## config.mk

```make
export PLATFORM = sky130hd
export DESIGN_NAME = ofm_sram_arb
export DESIGN_NICKNAME = d
export VERILOG_FILES = /design/src/rtl/ofm_sram_arb.sv
export SDC_FILE = /design/constraint.sdc
export NUM_CORES = 1
export LEC_CHECK = 0
export BUFFER_PORTS_ARGS = -buffer_cell sky130_fd_sc_hd__buf_2
export CORE_ASPECT_RATIO = 1.2
export CORE_MARGIN = 4
export CORE_UTILIZATION = 50
export DETAILED_ROUTE_END_ITERATION = 6
export HOLD_SLACK_MARGIN = 0.05
export PLACE_DENSITY = 0.7
export SLEW_MARGIN = 20
export SYNTH_ARGS = -nofsm -noshare
export SYNTH_HDL_FRONTEND = slang
export SYNTH_SLANG_ARGS = --single-unit
```

## constraint.sdc

```tcl
create_clock -name HCLK -period 4.85 [get_ports HCLK]
set_input_delay 0.7275 -clock HCLK [delete_from_list [all_inputs] [get_ports HCLK]]
set_output_delay 0.7275 -clock HCLK [all_outputs]
set_load 0.05 [all_outputs]
```

## src/rtl/ofm_sram_arb.sv

```systemverilog
// OFM SRAM arbiter: buffers conv writes in a small FIFO, forwards buffered data to
// previous-result reads, and serves sequential host readout from a single-port SRAM.
module ofm_sram_arb #(
  parameter int unsigned DATA_WIDTH = 8,
  parameter int unsigned ADDR_BITS  = 11,
  parameter int unsigned OFM_DEPTH  = 784,
  parameter int unsigned WBUF_DEPTH = 4
) (
  input  logic                  HCLK,
  input  logic                  HRESETn,
  input  logic                  wr_req,
  input  logic [ADDR_BITS-1:0]  wr_addr,
  input  logic [DATA_WIDTH-1:0] wr_data,
  input  logic                  prv_req,
  input  logic [ADDR_BITS-1:0]  prv_addr,
  output logic                  prv_valid,
  output logic [DATA_WIDTH-1:0] prv_data,
  input  logic                  host_req,
  input  logic                  host_rewind,
  output logic                  host_valid,
  output logic [31:0]           host_data,
  output logic [ADDR_BITS-1:0]  host_ptr,
  output logic                  sram_we,
  output logic [ADDR_BITS-1:0]  sram_addr,
  output logic [DATA_WIDTH-1:0] sram_wdata,
  input  logic [DATA_WIDTH-1:0] sram_rdata,
  output logic                  wr_pending,
  output logic                  wr_overflow
);

  localparam int unsigned PW = $clog2(WBUF_DEPTH);

  typedef enum logic [1:0] {H_IDLE, H_WAIT, H_DATA, H_HOLD} hst_e;

  logic [ADDR_BITS-1:0]  fa_q [WBUF_DEPTH];
  logic [DATA_WIDTH-1:0] fd_q [WBUF_DEPTH];
  logic [PW:0]           wp_q, rp_q, cnt;
  logic [PW-1:0]         head;
  logic                  fifo_ne, fifo_full, push, pop, ovf_q;

  logic                  fwd_hit;
  logic [DATA_WIDTH-1:0] fwd_data, fwd_q;
  logic                  fwd_sel_q, prv_valid_q, prv_rd, host_rd;

  hst_e                  hst_q, hst_d;
  logic [ADDR_BITS-1:0]  ptr_q, ptr_d;
  logic                  hv_q, hv_d;
  logic [31:0]           hd_q, hd_d;
  logic [ADDR_BITS-1:0]  addr_q;
  logic [DATA_WIDTH-1:0] wdata_q;

  assign cnt       = wp_q - rp_q;
  assign head      = rp_q[PW-1:0];
  assign fifo_ne   = (cnt != '0);
  assign fifo_full = (cnt == (PW+1)'(WBUF_DEPTH));

  // Oldest-to-youngest scan so the last match wins; a same-cycle write is younger still.
  always_comb begin
    fwd_hit  = 1'b0;
    fwd_data = '0;
    for (int unsigned i = 0; i < WBUF_DEPTH; i++) begin
      if (((PW+1)'(i) < cnt) && (fa_q[head + PW'(i)] == prv_addr)) begin
        fwd_hit  = 1'b1;
        fwd_data = fd_q[head + PW'(i)];
      end
    end
    if (wr_req && (wr_addr == prv_addr)) begin
      fwd_hit  = 1'b1;
      fwd_data = wr_data;
    end
  end

  assign prv_rd  = prv_req & ~fwd_hit;
  assign pop     = fifo_ne & ~prv_rd;
  assign host_rd = (hst_q == H_WAIT) & ~prv_rd & ~fifo_ne & ~host_rewind;
  assign push    = wr_req & (~fifo_full | pop);

  always_comb begin
    sram_we    = pop;
    sram_addr  = addr_q;
    sram_wdata = wdata_q;
    if (prv_rd) begin
      sram_addr = prv_addr;
    end else if (pop) begin
      sram_addr  = fa_q[head];
      sram_wdata = fd_q[head];
    end else if (host_rd) begin
      sram_addr = ptr_q;
    end
  end

  always_comb begin
    hst_d = hst_q;
    ptr_d = ptr_q;
    hv_d  = 1'b0;
    hd_d  = hd_q;
    unique case (hst_q)
      H_IDLE: if (host_req) hst_d = H_WAIT;
      H_WAIT: if (host_rd) hst_d = H_DATA;
      H_DATA: begin
        hv_d  = 1'b1;
        hd_d  = 32'(sram_rdata);
        ptr_d = (ptr_q == ADDR_BITS'(OFM_DEPTH - 1)) ? '0 : ptr_q + ADDR_BITS'(1);
        hst_d = H_HOLD;
      end
      H_HOLD: hst_d = H_IDLE;
      default: hst_d = H_IDLE;
    endcase
    if (host_rewind) begin
      hst_d = H_IDLE;
      ptr_d = '0;
      hv_d  = 1'b0;
      hd_d  = hd_q;
    end
  end

  always_ff @(posedge HCLK) begin
    if (push) begin
      fa_q[wp_q[PW-1:0]] <= wr_addr;
      fd_q[wp_q[PW-1:0]] <= wr_data;
    end
  end

  always_ff @(posedge HCLK or negedge HRESETn) begin
    if (!HRESETn) begin
      wp_q        <= '0;
      rp_q        <= '0;
      ovf_q       <= 1'b0;
      prv_valid_q <= 1'b0;
      fwd_sel_q   <= 1'b0;
      fwd_q       <= '0;
      hst_q       <= H_IDLE;
      ptr_q       <= '0;
      hv_q        <= 1'b0;
      hd_q        <= '0;
      addr_q      <= '0;
      wdata_q     <= '0;
    end else begin
      if (push) wp_q <= wp_q + (PW+1)'(1);
      if (pop)  rp_q <= rp_q + (PW+1)'(1);
      if (wr_req && fifo_full && !pop) ovf_q <= 1'b1;
      prv_valid_q <= prv_req;
      fwd_sel_q   <= fwd_hit;
      if (fwd_hit) fwd_q <= fwd_data;
      hst_q   <= hst_d;
      ptr_q   <= ptr_d;
      hv_q    <= hv_d;
      hd_q    <= hd_d;
      addr_q  <= sram_addr;
      wdata_q <= sram_wdata;
    end
  end

  assign prv_valid   = prv_valid_q;
  assign prv_data    = !prv_valid_q ? '0 : (fwd_sel_q ? fwd_q : sram_rdata);
  assign host_valid  = hv_q;
  assign host_data   = hd_q;
  assign host_ptr    = ptr_q;
  assign wr_pending  = fifo_ne;
  assign wr_overflow = ovf_q;

endmodule

```

==> metrics, run 1 <==
outcome=finished clean; vias in the first global route=6138; cells after synthesis=671; TNS Setup=0 ns; first-pass GRT wire length=34200 um; post-synth top area share=0.265; GPL Wtd Cong=0.932; Combinational Power Share=0.576; library cells used by synthesis=61; dpl hpwl=15900 um; Net Sw Frac=0.441; ranking of synthesized cells by area=edfxtp_1 26%, dfrtp_1 17%, mux4_2 15%; slew at the pin with the worst max-slew slack=0.895 ns; fin. max-slew vios=0; CP startpoint kind=flop; die width=128 um; Antenna diodes=0; sequential share of power=0.248; Syn-to-layout area delta=14.2%; FP Rows=52; minimum clock period=4.69 ns; cts bufs inserted=17; most common cell after layout, fill and taps aside=buf_2; worst r2r src=rp_q[1]; Cell Area, Synth=8610 um^2; DIE HEIGHT=152 um; maximum fanout along the worst path=27; GRT Overall Usage=0.230; initial antenna violation count=0; DR vias/cell=6.22; CTS tree=built; endpoints failing setup=0; Core Area=16900 um^2; Clock Tree Buf Depth=2; Yosys top cell by area=edfxtp_1; Max Cap Viol=0; DR vias=6137; power share of the clock group=0.176; DR WL/cell=22.5 um; latest clock arrival within the worst-skew pair=0.42 ns; Overflow after GRT=0; H-tree depth=4; Psw=3.23 mW; f_max=213 MHz; top_reg_cell synth=edfxtp_1; sequential area share after synthesis=0.433; worst path required time=4.12 ns; Cell Int Power=4.09 mW; worst hold path class=input port to async pin; Crit path arrival time=3.96 ns; Initial DRC Count=648; YS warnings=0; share of layout cells above drive strength 1=0.301; Routed Antenna Nets=0; Cell Pwr Density=744 nW/um^2; DRC=0; # fillers=1345; crit end category=output pin; I/O pin total=119; Slew headroom=0.402; FFs w/ async S/R, synth=0.433; total chip power=7.32 mW; critical path type=flop to output pin; Setup Skew=0.0105 ns; Post-Route WL=22200 um; Clk Tree Root Cell=clkbuf_16; post-synthesis average cell area=12.8 um^2; commonest non-fill, non-tap cells in the layout=93 x buf_2, 76 x edfxtp_1, 59 x mux4_2; Post-synth EDFFs=76; clock-pin slew on the worst setup and hold paths=0.06 ns; Initial Util=0.509; number of synthesized register bits=134; Max VDD drop=0.000326 V; TritonCTS Sinks=134; Fin. Hold Viols=0; layout net count=812; Setup crit start=rp_q[1]; Leak Pwr=3.86 nW; PortBufs=94; Die ar.=19400 um^2; RSZ-0062 raised after global routing=no; largest net degree at the start of global routing=59; crit share post-route=0.967; router iterations before antenna repair=5
-- final cells by class --
class | instances | area [um^2] | share of cell area
multi-input combinational | 477 | 4480 | 0.455
sequential | 134 | 3740 | 0.380
timing repair buffer | 115 | 722 | 0.0734
clock buffer | 18 | 429 | 0.0436
tap | 216 | 270 | 0.0275
clock inverter | 14 | 159 | 0.0161
inverter | 12 | 45.0 | 0.00458
-- flip-flops by register name (all words and copies together) (netlist names) --
| name | count |
|---|---|
| fwd_q | 8 |
| host_valid | 1 |
| wp_q | 3 |
| wdata_q | 8 |
| addr_q | 11 |
| host_data | 8 |
| rp_q | 3 |
| fa_q | 44 |
| fd_q | 32 |
| fwd_sel_q | 1 |
| wr_overflow | 1 |
| host_ptr | 11 |
| prv_valid | 1 |
| hst_q | 2 |
-- critical path: stages, from the launching register on --
cell and delay, ns:
dfrtp_4 0.62, buf_12 0.24, fa_1 0.46, xnor2_1 0.25
o21ai_0 0.17, a2111o_1 0.47, or2_4 0.36, nand4_4 0.11
buf_4 0.26, mux2_1 0.38, buf_2 0.22
-- per-layer routing --
layer	wire length (um)	share of wire	track usage
met1	8960	0.40	0.312
met4	589	0.027	0.0987
met2	10800	0.49	0.366
met3	1880	0.085	0.0424
met5	0	0	0
-- through the flow --
step	worst slack, ns	cells	utilization	cell area [um^2]	hold WS, ns
finish	0.159	986	0.582	9840	0.439
global route	0.0383	986	0.582	9840	0.476
CTS	0.00895	984	0.578	9780	0.476
detailed placement	0.467	952	0.544	9200	0.463
global placement	0.508	952	0.544	9200	0.462
floorplan	0.861	694	-	8700	0.432
-- cell usage after synthesis (2+ instances only) --
master	number
edfxtp_1	76
mux4_2	59
dfrtp_1	58
mux2i_1	57
xnor2_1	56
buf_4	31
nor2_1	28
nand2_1	27
nand4_1	20
clkbuf_1	19
xor2_1	18
nand3_1	16
mux2_2	15
mux2_1	14
o21ai_0	13
or3_1	13
a21oi_1	12
buf_2	11
ha_1	10
inv_1	10
a31oi_1	9
nor2b_1	9
o211ai_1	9
and3_1	8
nand2b_1	8
o21ai_1	7
buf_6	6
o2111ai_1	5
nor3_1	4
o221ai_1	4
and2_1	3
buf_1	3
nor4_1	2
o21a_1	2
o22ai_1	2
o32ai_1	2
-- worst paths after layout --
check / slack [ns] / cells after the start / to
max in group asynchronous: 3.82 / 2 / rp_q[1]
hold / removal: 0.44 / 2 / host_ptr[10]
setup / recovery: 0.16 / 10 / sram_addr[5]
hold reg to reg: 0.47 / 1 / wr_overflow
min in group HCLK: 0.47 / 1 / wr_overflow
setup reg to reg: 0.69 / 11 / fd_q[2][6]
-- power groups by stage --
stage	clock [mW]	combinational, mW	sequential [mW]
after floorplan	0	3.23	1.85
after global placement	0	4.00	1.82
after detailed placement	0	4.07	1.85
after CTS	1.30	4.09	1.83
after global routing	1.36	4.45	1.85
final	1.29	4.21	1.82
-- kinds of logic after synthesis --
logic type / synth area share
AOI/OAI and AO/OA: 0.0609
and+or+nand+nor: 0.0964
other: 0.000435
buffers and inverters: 0.0584
muxes: 0.258
DFF: 0.433
xor gates and xnor gates: 0.0752
adders and majority gates: 0.0168
-- repair_timing --
item,in CTS,in global routing
endpoints found under the setup margin,0,19
resized for setup,0,7
buffers inserted,0,1
hold buffers,0,0
Power figures use the tool's default switching activity.
==> run 2, diff against run 1 <==
Settings changed: GPL_TIMING_DRIVEN from default to 0.
==> metrics, run 2 (synthesis results as in run 1) <==
outcome=finished clean (unchanged); DRC=0 (unchanged); vias in the first global route=6317 (was 6138); # fillers=1345 (unchanged); Post-Route WL=22900 um (was 22200 um); share of layout cells above drive strength 1=0.324 (was 0.301); dpl hpwl=16700 um (was 15900 um); Cell Pwr Density=739 nW/um^2 (was 744 nW/um^2); DIE HEIGHT=152 um (unchanged); CTS tree=built (unchanged); TNS Setup=0 ns (unchanged); Leak Pwr=4.06 nW (was 3.86 nW); worst path required time=4.12 ns (about the same); power share of the clock group=0.183 (was 0.176); CP startpoint kind=flop (unchanged); Net Sw Frac=0.445 (was 0.441); max FFs per register=44 (unchanged); largest net degree at the start of global routing=59 (unchanged); commonest non-fill, non-tap cells in the layout=93 x buf_2, 76 x edfxtp_1, 59 x mux4_2 (unchanged); Routed Antenna Nets=0 (unchanged); CTS hold repair buffers=0 (unchanged); Overflow after GRT=0 (unchanged); H-tree depth=4 (unchanged); Setup Skew=0.00905 ns (was 0.0105 ns); slew at the pin with the worst max-slew slack=1.06 ns (was 0.895 ns); Antenna diodes=0 (unchanged); TritonCTS Sinks=134 (unchanged); minimum clock period=4.71 ns (was 4.69 ns); cts bufs inserted=17 (unchanged); Fin. Hold Viols=0 (unchanged); latest clock arrival within the worst-skew pair=0.42 ns (about the same); Slew headroom=0.290 (was 0.402); Max Cap Viol=0 (unchanged); Cell Int Power=4.15 mW (was 4.09 mW); Psw=3.32 mW (was 3.23 mW); worst hold path class=input port to async pin (unchanged); Syn-to-layout area delta=17.4% (was 14.2%); die width=128 um (unchanged); Initial DRC Count=520 (was 648); sequential share of power=0.233 (was 0.248); placed insts=993 (was 952); Initial Util=0.509 (unchanged); Die ar.=19400 um^2 (unchanged); endpoints failing setup=0 (unchanged); I/O pin total=119 (unchanged); GRT Overall Usage=0.240 (was 0.230); PortBufs=83 (was 94); Core Area=16900 um^2 (unchanged); RSZ-0062 raised after global routing=no (unchanged); crit share post-route=0.971 (was 0.967); DR vias=6231 (was 6137); DR WL/cell=22.2 um (was 22.5 um); f_max=212 MHz (was 213 MHz); FP Rows=52 (unchanged); initial antenna violation count=0 (unchanged); most common cell after layout, fill and taps aside=buf_2 (unchanged); fin. max-slew vios=0 (unchanged); clock-pin slew on the worst setup and hold paths=0.06 ns (about the same); Final Hold Slack=0.356 ns (was 0.439 ns); Clk Tree Root Cell=clkbuf_16 (unchanged); first-pass GRT wire length=35400 um (was 34200 um); critical path type=flop to output pin (unchanged); DR vias/cell=6.03 (was 6.22); non-filler cells in the finished layout=1034 (was 986); maximum fanout along the worst path=10 (was 27); Clock Tree Buf Depth=2 (unchanged); Combinational Power Share=0.584 (was 0.576); router iterations before antenna repair=4 (was 5); GPL Wtd Cong=0.927 (was 0.932); Crit path arrival time=3.98 ns (was 3.96 ns); layout net count=860 (was 812); crit end category=output pin (unchanged); Max VDD drop=0.000275 V (was 0.000326 V)
[run 2: cell count changes in the layout (fill, tap and decap cells not counted), moves of 4 or more]
cell,previous run,this run
buf_4,15,42
clkbuf_1,1,18
buf_6,1,6
clkinv_1,5,1
[run 2: worst max-delay path: stages (launching register included)]
cell and delay [ns]:
dfrtp_1 0.41, buf_2 0.28, buf_4 0.27, buf_2 0.34, mux4_2 0.43, xnor2_1 0.26, nand4_1 0.19, nor3_4 0.23
nand2_2 0.10, nand4_4 0.14, and2_4 0.19, buf_12 0.13, mux2_1 0.34, buf_2 0.22
[run 2: cell type report]
cell class | count | area [um^2] | share of cell area
well taps | 216 | 270 | 0.0267
clock buffers | 20 | 500 | 0.0495
inverters | 12 | 45.0 | 0.00445
repair buffers | 93 | 493 | 0.0487
plain buffers | 70 | 454 | 0.0449
multi-input cells | 477 | 4490 | 0.443
flip-flops and latches | 134 | 3730 | 0.369
clock inverters | 12 | 134 | 0.0132
[run 2: per-layer routing]
layer / GRT usage / vias to the layer above / wire length, um
li1: - / 2784 / -
met1: 0.320 / 3090 / 9080
met2: 0.398 / 310 / 11300
met3: 0.0421 / 47 / 1960
met4: 0.0865 / 0 / 558
met5: 0 / - / 0
[run 2: power groups by stage]
stage	registers, mW	clock network [mW]	logic, mW
after floorplan	1.85	0	3.23
after global placement	1.74	0	4.23
after detailed placement	1.76	0	4.29
after CTS	1.74	1.38	4.34
after global routing	1.78	1.44	4.60
final	1.74	1.37	4.36
[run 2: worst paths after layout]
check,startpoint,endpoint,slack [ns],cells after the start
worst min register to register,wr_overflow,wr_overflow,0.45,1
min in group HCLK,wr_overflow,wr_overflow,0.45,1
worst min-delay path,HRESETn,host_ptr[6],0.36,1
worst max-delay path,rp_q[1],sram_wdata[6],0.14,13
max in group asynchronous,HRESETn,wdata_q[3],3.99,1
worst max register to register,rp_q[1],fd_q[3][7],0.84,11
[run 2: stage by stage]
step                area, um^2  power, mW  utilization  worst slack, ns
global placement          9390       5.97        0.555            0.375
global route             10100       7.82        0.598           0.0435
finish                   10100       7.47        0.598            0.141
floorplan                 8700       5.08            -            0.861
detailed placement        9400       6.06        0.556            0.356
CTS                      10100       7.46        0.595          0.00445
[run 2: timing repair]
action                                  4_1_cts  5_1_grt
endpoints found under the setup margin       13       14
pin swaps                                     2        2
endpoints found under the hold margin         0        0
setup buffers                                 4        6
gates resized for setup                       1        1
==> run 3, diff against run 2 <==
Settings changed: ABC_AREA from default to 1.
Clock period 4.85 ns to 5.6 ns, I/O delays scaled along.
==> metrics, run 3 <==
Synth Area in Simple Gates=0.346 (was 0.0964); crit share post-route=0.812; most common cell in the netlist=nand2_1 (was edfxtp_1); Routed Antenna Nets=0 (unchanged); Overflow after GRT=0 (unchanged); Net Sw Frac=0.512 (was 0.445); worst path required time=4.76 ns (was 4.12 ns); worst r2r src=rp_q[0] (was rp_q[1]); layout net count=1339 (was 860); post-synth top area share=0.269 (was 0.265); minimum clock period=4.55 ns; Cell Int Power=2.93 mW (was 4.15 mW); FF-to-FF path depth=15 (was 11); FP Rows=51 (was 52); clock-pin slew on the worst setup and hold paths=0.06 ns (about the same); Clock Tree Buf Depth=2 (unchanged); FFs w/ async S/R, synth=0.433 (unchanged); Yosys top cell by area=edfxtp_1 (unchanged); power share of the clock group=0.184 (was 0.183); Final Hold Slack=0.470 ns (was 0.356 ns); post-route design area=9900 um^2 (was 10100 um^2); Initial Util=0.516 (was 0.509); latest clock arrival within the worst-skew pair=0.42 ns (about the same); Syn-to-layout area delta=16.7% (was 17.4%); CTS tree=built (unchanged); top cells by count, synth=425 x nand2_1, 158 x nand3_1, 83 x inv_1, 83 x nor2_1, 76 x edfxtp_1 (was 76 x edfxtp_1, 59 x mux4_2, 58 x dfrtp_1); endpoints failing setup=0 (unchanged); total chip power=6.00 mW (was 7.47 mW); Combinational Power Share=0.578 (was 0.584); initial antenna violation count=0 (unchanged); I/O pin total=119 (unchanged); Adder-Cell Fraction of Synth Area=0.0171 (was 0.0168); failing checks=DRC; ranking of synthesized cells by area=edfxtp_1 27%, nand2_1 19%, dfrtp_1 17% (was edfxtp_1 26%, dfrtp_1 17%, mux4_2 15%); number of synthesized register bits=134 (unchanged); Post-Route WL=25100 um (was 22900 um); mux cell area share after synthesis=0.0189 (was 0.258); Cell Area, Synth=8490 um^2 (was 8610 um^2); Setup Skew=0.00936 ns (was 0.00905 ns); GPL Wtd Cong=0.954 (was 0.927); crit end category=output pin (unchanged); post-CTS sizing=0 (was 1); largest net degree at the start of global routing=59 (unchanged); most common cell after layout, fill and taps aside=nand2_1 (was buf_2); dpl hpwl=18400 um (was 16700 um); Leak Pwr=5.02 nW (was 4.06 nW); XOR/XNOR Fraction of Synth Area=0.0134 (was 0.0752); DRC=2 (was 0); CTS hold repair buffers=0 (unchanged); top_reg_cell synth=edfxtp_1 (unchanged); Cell Pwr Density=606 nW/um^2 (was 739 nW/um^2); f_max=220 MHz; first-pass GRT wire length=39400 um (was 35400 um); post-synthesis average cell area=7.38 um^2 (was 12.8 um^2); Antenna diodes=0 (unchanged); router iterations before antenna repair=7 (was 4); cells after synthesis=1151 (was 671); main combinational cell family by area after synthesis=simple AND/OR/NAND/NOR gates (was multiplexers); critical path type=flop to output pin (unchanged); Slew headroom=0.503 (was 0.290); H-tree depth=4 (unchanged); sequential share of power=0.239 (was 0.233); TNS Setup=0 ns (unchanged); YS warnings=0 (unchanged); Post-synth EDFFs=76 (unchanged); setup repair bufs after CTS=0 (was 4); Compound-Gate Fraction of Synth Area=0.0753 (was 0.0609); RSZ-0062 raised after global routing=no (unchanged); FF-to-FF setup slack=1.95 ns (was 0.84 ns); Max Cap Viol=0 (unchanged); placed cell areas=9330 um^2 (was 9400 um^2); fin. max-slew vios=0 (unchanged); Setup crit start=wp_q[0] (was rp_q[1]); die width=127 um (was 128 um); max FFs per register=44 (unchanged); DR vias/cell=5.38 (was 6.03); Crit path arrival time=3.71 ns (was 3.98 ns); maximum fanout along the worst path=10 (unchanged); outcome=finished, violations left (was finished clean); sequential area share after synthesis=0.440 (was 0.433); worst hold path class=flop to flop (was input port to async pin); Hold Crit Start=wdata_q[7]; PortBufs=91 (was 83); Psw=3.07 mW (was 3.32 mW); Crit Reg-Reg Endpoint=fa_q[1][10] (was fd_q[3][7]); Fin. Hold Viols=0 (unchanged); DIE HEIGHT=151 um (was 152 um); DR vias=8116 (was 6231); Initial DRC Count=850 (was 520); slew at the pin with the worst max-slew slack=0.744 ns (was 1.06 ns); DR WL/cell=16.7 um (was 22.2 um); GRT Overall Usage=0.266 (was 0.240); end of the critical path=sram_addr[2] (was sram_wdata[6]); library cells used by synthesis=39 (was 61); share of layout cells above drive strength 1=0.148 (was 0.324); cts bufs inserted=17 (unchanged); Max VDD drop=0.000286 V (was 0.000275 V); Core Area=16500 um^2 (was 16900 um^2); Die ar.=19100 um^2 (was 19400 um^2); vias in the first global route=7396 (was 6317); TritonCTS Sinks=134 (unchanged); CP startpoint kind=flop (unchanged); Clk Tree Root Cell=clkbuf_16 (unchanged); commonest non-fill, non-tap cells in the layout=425 x nand2_1, 158 x nand3_1, 108 x buf_2 (was 93 x buf_2, 76 x edfxtp_1, 59 x mux4_2)
==> run 3: area by class of cell <==
| type | instances | area, um^2 |
|---|---|---|
| Fill cell | 1542 | 6560 |
| Multi-Input combinational cell | 880 | 4120 |
| Sequential cell | 134 | 3730 |
| Clock buffer | 22 | 485 |
| Timing Repair Buffer | 91 | 458 |
| Buffer | 72 | 424 |
| Inverter | 88 | 330 |
| Tap cell | 212 | 265 |
| Clock inverter | 10 | 91.3 |
==> run 3: worst min path at each step <==
stage	to	slack, ns	depth (start not counted)
3_3_place_gp	fwd_q[0]	0.46	2
4_1_cts	wdata_q[7]	0.47	2
2_1_floorplan	fwd_q[0]	0.44	2
5_1_grt	fwd_q[5]	0.49	2
6_report	wdata_q[7]	0.47	2
3_5_place_dp	wdata_q[7]	0.46	2
==> run 3: metal layers <==
metal / global-route usage / vias to the layer above / wire, um
met5: 0 / - / 0
met4: 0.107 / 0 / 664
met3: 0.0582 / 48 / 2490
met2: 0.409 / 401 / 11200
met1: 0.367 / 3659 / 10800
li1: - / 4008 / -
==> run 3: cells by family after synthesis <==
group / Yosys count
mux: 16
buf+inv: 160
other cells: 1
compound gates: 116
fa+ha+maj: 11
flops: 134
simple gates: 700
xor+xnor: 13
==> run 3: power groups by stage <==
stage               combinational [mW]  sequential [mW]  clock (mW)
detailed placement                3.40             1.44           0
global placement                  3.34             1.45           0
finish                            3.46             1.43        1.10
CTS                               3.41             1.43        1.12
floorplan                         2.40             1.54           0
global route                      3.82             1.46        1.16
==> run 3: worst max-delay path, cell delays in order, from the launching register on <==
cell and delay [ns]:
dfrtp_1 0.37, inv_1 0.11, ha_1 0.22, fa_1 0.54, nand2_1 0.08, nand3b_1 0.36, nand3_1 0.16, nor2_1 0.06
nand3_1 0.13, nand2_1 0.08, nor2_2 0.17, nand3_4 0.18, nand3_2 0.11, buf_4 0.16, nand2_1 0.06, nand3_1 0.07
nand2_1 0.06, nand2_1 0.09, buf_2 0.27
==> run 3: through the flow <==
| step | utilization | setup WS [ns] | std cells |
|---|---|---|---|
| 2_1_floorplan | - | 1.97 | 1174 |
| 5_1_grt | 0.602 | 0.682 | 1509 |
| 3_3_place_gp | 0.565 | 0.991 | 1477 |
| 3_5_place_dp | 0.567 | 1.46 | 1477 |
| 6_report | 0.602 | 1.05 | 1509 |
| 4_1_cts | 0.602 | 1.02 | 1509 |
